### src/rtl/video_timing_gen.sv
// video_timing_gen: raster timing generator for the GPU display path.
// Two fixed modes, selected by the latched `mode` bit:
//   mode=1 : 640x480@60 HDMI  (800 x 525 totals)
//   mode=0 : 240p NTSC        (858 x 262 totals)
// Blanking precedes the active region on both axes:
// front porch, sync, back porch, then active.
//
// Parameters:
//   PIPE_DLY    - cycles by which hs/vs/blank lag the counters (0..3).
//
// Ports:
//   clk         - pixel clock
//   reset_n     - synchronous active-low reset
//   scale2x     - mode request, latched only at the frame wrap
//   line_cmp    - line-interrupt compare value (macro builds only)
//   mode        - currently latched mode
//   h_count     - pixel position in line, blanking included
//   v_count     - line position in frame, blanking included
//   hs, vs      - active-low syncs, delayed by PIPE_DLY
//   blank       - 1 outside the active area, delayed by PIPE_DLY
//   frame_drawn - 1-cycle pulse on each (0,0) cycle reached by counting
//   line_irq    - 1-cycle pulse at h=0, v=line_cmp
//
// Optional feature macro: VIDEO_TIMING_LINE_IRQ_EN
//   defined   : line_cmp port exists and line_irq is live.
//   undefined : no line_cmp port, line_irq tied low.

module video_timing_gen #(
    parameter int PIPE_DLY = 1
) (
    input  logic        clk,
    input  logic        reset_n,
    input  logic        scale2x,
`ifdef VIDEO_TIMING_LINE_IRQ_EN
    input  logic [9:0]  line_cmp,
`endif
    output logic        mode,
    output logic [11:0] h_count,
    output logic [11:0] v_count,
    output logic        hs,
    output logic        vs,
    output logic        blank,
    output logic        frame_drawn,
    output logic        line_irq
);

    // HDMI 640x480@60 timing
    localparam logic [11:0] HD_H_LAST = 12'd799;
    localparam logic [11:0] HD_HS_BEG = 12'd16;
    localparam logic [11:0] HD_HS_END = 12'd111;
    localparam logic [11:0] HD_HA_BEG = 12'd160;
    localparam logic [11:0] HD_HA_END = 12'd799;
    localparam logic [11:0] HD_V_LAST = 12'd524;
    localparam logic [11:0] HD_VS_BEG = 12'd10;
    localparam logic [11:0] HD_VS_END = 12'd11;
    localparam logic [11:0] HD_VA_BEG = 12'd45;
    localparam logic [11:0] HD_VA_END = 12'd524;

    // NTSC 240p timing
    localparam logic [11:0] NT_H_LAST = 12'd857;
    localparam logic [11:0] NT_HS_BEG = 12'd16;
    localparam logic [11:0] NT_HS_END = 12'd79;
    localparam logic [11:0] NT_HA_BEG = 12'd196;
    localparam logic [11:0] NT_HA_END = 12'd835;
    localparam logic [11:0] NT_V_LAST = 12'd261;
    localparam logic [11:0] NT_VS_BEG = 12'd4;
    localparam logic [11:0] NT_VS_END = 12'd6;
    localparam logic [11:0] NT_VA_BEG = 12'd20;
    localparam logic [11:0] NT_VA_END = 12'd259;

    logic [11:0] h_last;
    logic [11:0] hs_beg;
    logic [11:0] hs_end;
    logic [11:0] ha_beg;
    logic [11:0] ha_end;
    logic [11:0] v_last;
    logic [11:0] vs_beg;
    logic [11:0] vs_end;
    logic [11:0] va_beg;
    logic [11:0] va_end;

    logic        h_wrap;
    logic        v_wrap;
    logic        f_wrap;
    logic [11:0] h_next;
    logic [11:0] v_next;

    logic        h_act;
    logic        v_act;
    logic        hs_dec;
    logic        vs_dec;
    logic        blank_dec;

    // Constants follow the latched mode, so a frame never mixes
    // the totals or decodes of two modes.
    always_comb begin
        h_last = HD_H_LAST;
        hs_beg = HD_HS_BEG;
        hs_end = HD_HS_END;
        ha_beg = HD_HA_BEG;
        ha_end = HD_HA_END;
        v_last = HD_V_LAST;
        vs_beg = HD_VS_BEG;
        vs_end = HD_VS_END;
        va_beg = HD_VA_BEG;
        va_end = HD_VA_END;
        unique case (mode)
            1'b1: begin
                h_last = HD_H_LAST;
                hs_beg = HD_HS_BEG;
                hs_end = HD_HS_END;
                ha_beg = HD_HA_BEG;
                ha_end = HD_HA_END;
                v_last = HD_V_LAST;
                vs_beg = HD_VS_BEG;
                vs_end = HD_VS_END;
                va_beg = HD_VA_BEG;
                va_end = HD_VA_END;
            end
            1'b0: begin
                h_last = NT_H_LAST;
                hs_beg = NT_HS_BEG;
                hs_end = NT_HS_END;
                ha_beg = NT_HA_BEG;
                ha_end = NT_HA_END;
                v_last = NT_V_LAST;
                vs_beg = NT_VS_BEG;
                vs_end = NT_VS_END;
                va_beg = NT_VA_BEG;
                va_end = NT_VA_END;
            end
        endcase
    end

    // Next-count logic
    always_comb begin
        h_wrap = (h_count == h_last);
        v_wrap = (v_count == v_last);
        f_wrap = h_wrap && v_wrap;
        h_next = h_wrap ? 12'd0 : h_count + 12'd1;
        v_next = v_count;
        if (h_wrap) begin
            v_next = v_wrap ? 12'd0 : v_count + 12'd1;
        end
    end

    // Counters, mode latch and frame pulse. The reset state shows
    // (0,0) with frame_drawn low, so only a real frame wrap pulses.
    always_ff @(posedge clk) begin
        if (!reset_n) begin
            h_count     <= 12'd0;
            v_count     <= 12'd0;
            mode        <= scale2x;
            frame_drawn <= 1'b0;
        end else begin
            h_count     <= h_next;
            v_count     <= v_next;
            frame_drawn <= f_wrap;
            if (f_wrap) begin
                mode <= scale2x;
            end
        end
    end

    // Sync / blank decode from the current counters
    always_comb begin
        h_act     = (h_count >= ha_beg) && (h_count <= ha_end);
        v_act     = (v_count >= va_beg) && (v_count <= va_end);
        hs_dec    = !((h_count >= hs_beg) && (h_count <= hs_end));
        vs_dec    = !((v_count >= vs_beg) && (v_count <= vs_end));
        blank_dec = !(h_act && v_act);
    end

    // Delay chain aligning sync/blank with the VRAM read latency.
    // Bit order in each stage: {hs, vs, blank}.
    if (PIPE_DLY == 0) begin : g_comb
        assign hs    = hs_dec;
        assign vs    = vs_dec;
        assign blank = blank_dec;
    end else begin : g_pipe
        logic [2:0] pipe_q [PIPE_DLY];

        always_ff @(posedge clk) begin
            if (!reset_n) begin
                for (int i = 0; i < PIPE_DLY; i++) begin
                    pipe_q[i] <= 3'b111;
                end
            end else begin
                pipe_q[0] <= {hs_dec, vs_dec, blank_dec};
                for (int i = 1; i < PIPE_DLY; i++) begin
                    pipe_q[i] <= pipe_q[i-1];
                end
            end
        end

        assign hs    = pipe_q[PIPE_DLY-1][2];
        assign vs    = pipe_q[PIPE_DLY-1][1];
        assign blank = pipe_q[PIPE_DLY-1][0];
    end

`ifdef VIDEO_TIMING_LINE_IRQ_EN
    // Registered from the next counts so the pulse lands on the
    // (0, line_cmp) cycle itself. Lines past the frame never match.
    logic irq_hit;

    always_comb begin
        irq_hit = (h_next == 12'd0) && (v_next == {2'b00, line_cmp});
    end

    always_ff @(posedge clk) begin
        if (!reset_n) begin
            line_irq <= 1'b0;
        end else begin
            line_irq <= irq_hit;
        end
    end
`else
    assign line_irq = 1'b0;
`endif

endmodule

### config.mk
export PLATFORM = sky130hd
export DESIGN_NAME = video_timing_gen
export DESIGN_NICKNAME = d
export VERILOG_FILES = /design/src/rtl/video_timing_gen.sv
export SDC_FILE = /design/constraint.sdc
export NUM_CORES = 1
export LEC_CHECK = 0
export ABC_AREA = 0
export CAP_MARGIN = 20
export CORE_MARGIN = 4
export CORE_UTILIZATION = 30
export DETAILED_ROUTE_END_ITERATION = 10
export PLACE_DENSITY = 0.49
export SYNTH_ARGS = -nofsm -noshare
export SYNTH_HDL_FRONTEND = slang
export SYNTH_SLANG_ARGS = --single-unit
export TNS_END_PERCENT = 30
### constraint.sdc
create_clock -name clk -period 4.8 [get_ports clk]
set_input_delay 0.96 -clock clk [delete_from_list [all_inputs] [get_ports clk]]
set_output_delay 0.96 -clock clk [all_outputs]
set_load 0.01 [all_outputs]
==> run summary <==
Syn nets - 243
Worst VDD drop - 0.0830 mV
Yosys cell types - 44
GP Congestion - 0.784
Yosys Warn Count - 0
Placement row count - 28
Switching portion of total power - 23.8%
TritonCTS Buffers - 5
Worst path slowest cell - nor4_4
Fin worst setup slack - 1870 ps
Die Span Y - 86.1 µm
Worst skew pair latency - 280 ps
Sequential cell area - 591 µm²
R2r setup slk - 1870 ps
Largest net degree at the start of global routing - 20
Pwr per Cell Area - 217 nW/µm²
Clk sinks - 29
P_int - 0.376 mW
Max Root-Sink Buffers - 2
Gates resized, CTS repair - 0
Max Freq - 341 MHz
Iter 0 DRT Violations - 68
Area Growth Syn to Fin - 24.2%
HP Start - h_count[0]
Gr usage total - 13.6%
Slew @ Worst Pin - 811 ps
Commonest non-fill, non-tap cells in the layout - nor2_1 (33), clkdlybuf4s50_1 (31), dfxtp_1 (28)
Mapped Cells - 220
Setup crit start kind - flip-flop
Fin Hold WS - 514 ps
Starting Density - 30.9%
Clock transition at path regs - 60 ps
Port bufs - 31
Worst path required time - 4960 ps
Share of cells above drive strength 1 - 3.60%
Period utilization - 61.0%
Drt first pass iters - 4
Main synth FF type - dfxtp_1
Leakage power - 0.842 nW
Sequential cell area fraction in the yosys report - 32.3%
Root buffer cell - clkbuf_8
Skew final - 3.40 ps
CP Cell Sequence - inv_1 > ha_1 > nand4b_1 > nor4_4 > nand2b_1 > nor2_1
CORE AREA - 5920 µm²
H-tree depth - 2
Place WS - 1830 ps
Worst hold path class - flip-flop to flip-flop
Critical setup path kind - flip-flop to flip-flop
Global-route wire length before repair - 7.96 mm
Minimum clock period - 2930 ps
FF+latch count, synth - 29
Clk pwr share - 41.1%
Routed WL per cell - 14.2 µm
NetSw - 0.118 mW
Final wirelength - 4.63 mm
WHS Endpoint - h_count[0]
Antenna Diode Count - 0
Status - completed
Rel. slew slack - 45.5%
Setup TNS - 0 ps
Critical Path AT - 3090 ps
Ys async rst share - 0%
Area occupied by multi-input gates - 1150 µm²
Maximum fanout along the worst path - 19
Mapped cell area - 1830 µm²
Via/cell ratio - 5.10
Combinational share of power - 8.0%
Reg power frac - 50.8%
IO Pins - 33
Initial antenna violation count - 0
Max Cap Viol - 0
Final setup violation count - 0
EDFF count, synth - 1
RSZ-0062 raised after global routing - false
Dpl hpwl - 3.50 mm
CTS tree - yes
# fillers - 636
Most common cell after layout, fill and taps aside - nor2_1
Crit Reg-Reg Startpoint - mode
Hold Buf Count CTS - 0
Final Max Slew Viols - 0
Syn avg cell area - 8.31 µm²
WHS Path Cells - 1
DRC Markers - 0
DR vias - 1,657
Die X - 86.1 µm
Cells on worst reg2reg path - 6
Die area - 7410 µm²
Final #Nets - 273
Final Hold Fails - 0
Grt ovf - 0
Post-CTS Repair Setup Buffers - 0
Crit end category - flip-flop
Routed Antenna Nets - 0
Vias in the first global route - 1,586
Crit path largest cell delay - 770 ps
Reg2Reg Capture Point - h_count[11]
==> cell usage after synthesis (2+ instances only) <==
master / instances / area (µm²)
xnor2_1: 4 / 35.0
nand3_1: 16 / 80.1
buf_4: 2 / 15.0
clkbuf_1: 3 / 11.3
nor3_1: 8 / 40.0
nand4_1: 8 / 50.1
dfxtp_1: 28 / 561
inv_1: 9 / 33.8
a21boi_0: 2 / 15.0
nand4b_1: 4 / 35.0
nand2_1: 22 / 82.6
a21oi_1: 7 / 35.0
o41ai_1: 2 / 17.5
nor4_1: 4 / 25.0
xor2_1: 10 / 87.6
ha_1: 20 / 250
buf_2: 2 / 10.0
nor2_1: 33 / 124
o21a_1: 2 / 15.0
o211ai_1: 4 / 30.0
o21ai_0: 5 / 25.0
a31oi_1: 2 / 12.5
nand4bb_1: 2 / 22.5
==> power by group through the flow <==
stage          clock, mW  combinational, mW  sequential [mW]
3_5_place_dp           0             0.0396            0.256
3_3_place_gp           0             0.0401            0.256
5_1_grt            0.220             0.0453            0.252
2_1_floorplan          0             0.0252            0.256
6_report           0.203             0.0397            0.251
4_1_cts            0.213             0.0401            0.251
==> through the flow <==
step / instance area, µm² / power [mW] / utilization [%] / cells
5_1_grt: 2270 / 0.517 / 38.4 / 325
3_5_place_dp: 2180 / 0.296 / 36.9 / 318
4_1_cts: 2270 / 0.504 / 38.4 / 325
3_3_place_gp: 2180 / 0.297 / 36.9 / 318
2_1_floorplan: 1830 / 0.281 / - / 220
6_report: 2270 / 0.494 / 38.4 / 325
==> sequential cells by signal, indices dropped and copies added, names as in the netlist <==
name	flops
frame_drawn	1
g_pipe.pipe_q	3
h_count	12
mode	1
v_count	12
==> layer usage <==
metal	vias up	GRT usage (%)	wire length, µm
met2	27	19.1	1930
met4	0	5.18	79
met1	771	20.1	2490
met5	-	0	0
met3	7	2.59	131
li1	852	-	-
==> critical path: cells and delay by family (launching register included) <==
kind | cells | cell delay, ps
simple gates | 4 | 1560
flops | 1 | 570
fa+ha+maj | 1 | 380
buf+inv | 1 | 280
==> worst max path at each step <==
stage	slack, ps	endpoint	cells past startpoint	from
final	1870	h_count[11]	6	mode
after global routing	1650	h_count[11]	6	mode
after CTS	1810	h_count[5]	6	mode
after detailed placement	1830	h_count[5]	6	mode
after global placement	1880	h_count[5]	6	mode
after floorplan	2300	mode	7	mode
==> final cells by class <==
cell class	instances	share of cell area, %
Multi-Input combinational cell	173	50.7
Inverter	10	1.65
Timing Repair Buffer	31	13.7
Sequential cell	29	26.0
Clock buffer	7	3.80
Tap cell	75	4.13
==> kinds of logic (layout without fill, tap and decap cells) <==
group | after synthesis | after routing | share of synthesized area (%)
compound gates | 32 | 32 | 12.2
buf+inv | 18 | 48 | 4.65
flops | 29 | 29 | 32.3
xor+xnor | 14 | 14 | 6.71
other cells | 1 | 1 | 0.205
fa+ha+maj | 20 | 20 | 13.7
simple gates | 104 | 104 | 29.1
mux | 2 | 2 | 1.16
No activity file was read; power rests on OpenSTA's default activity.
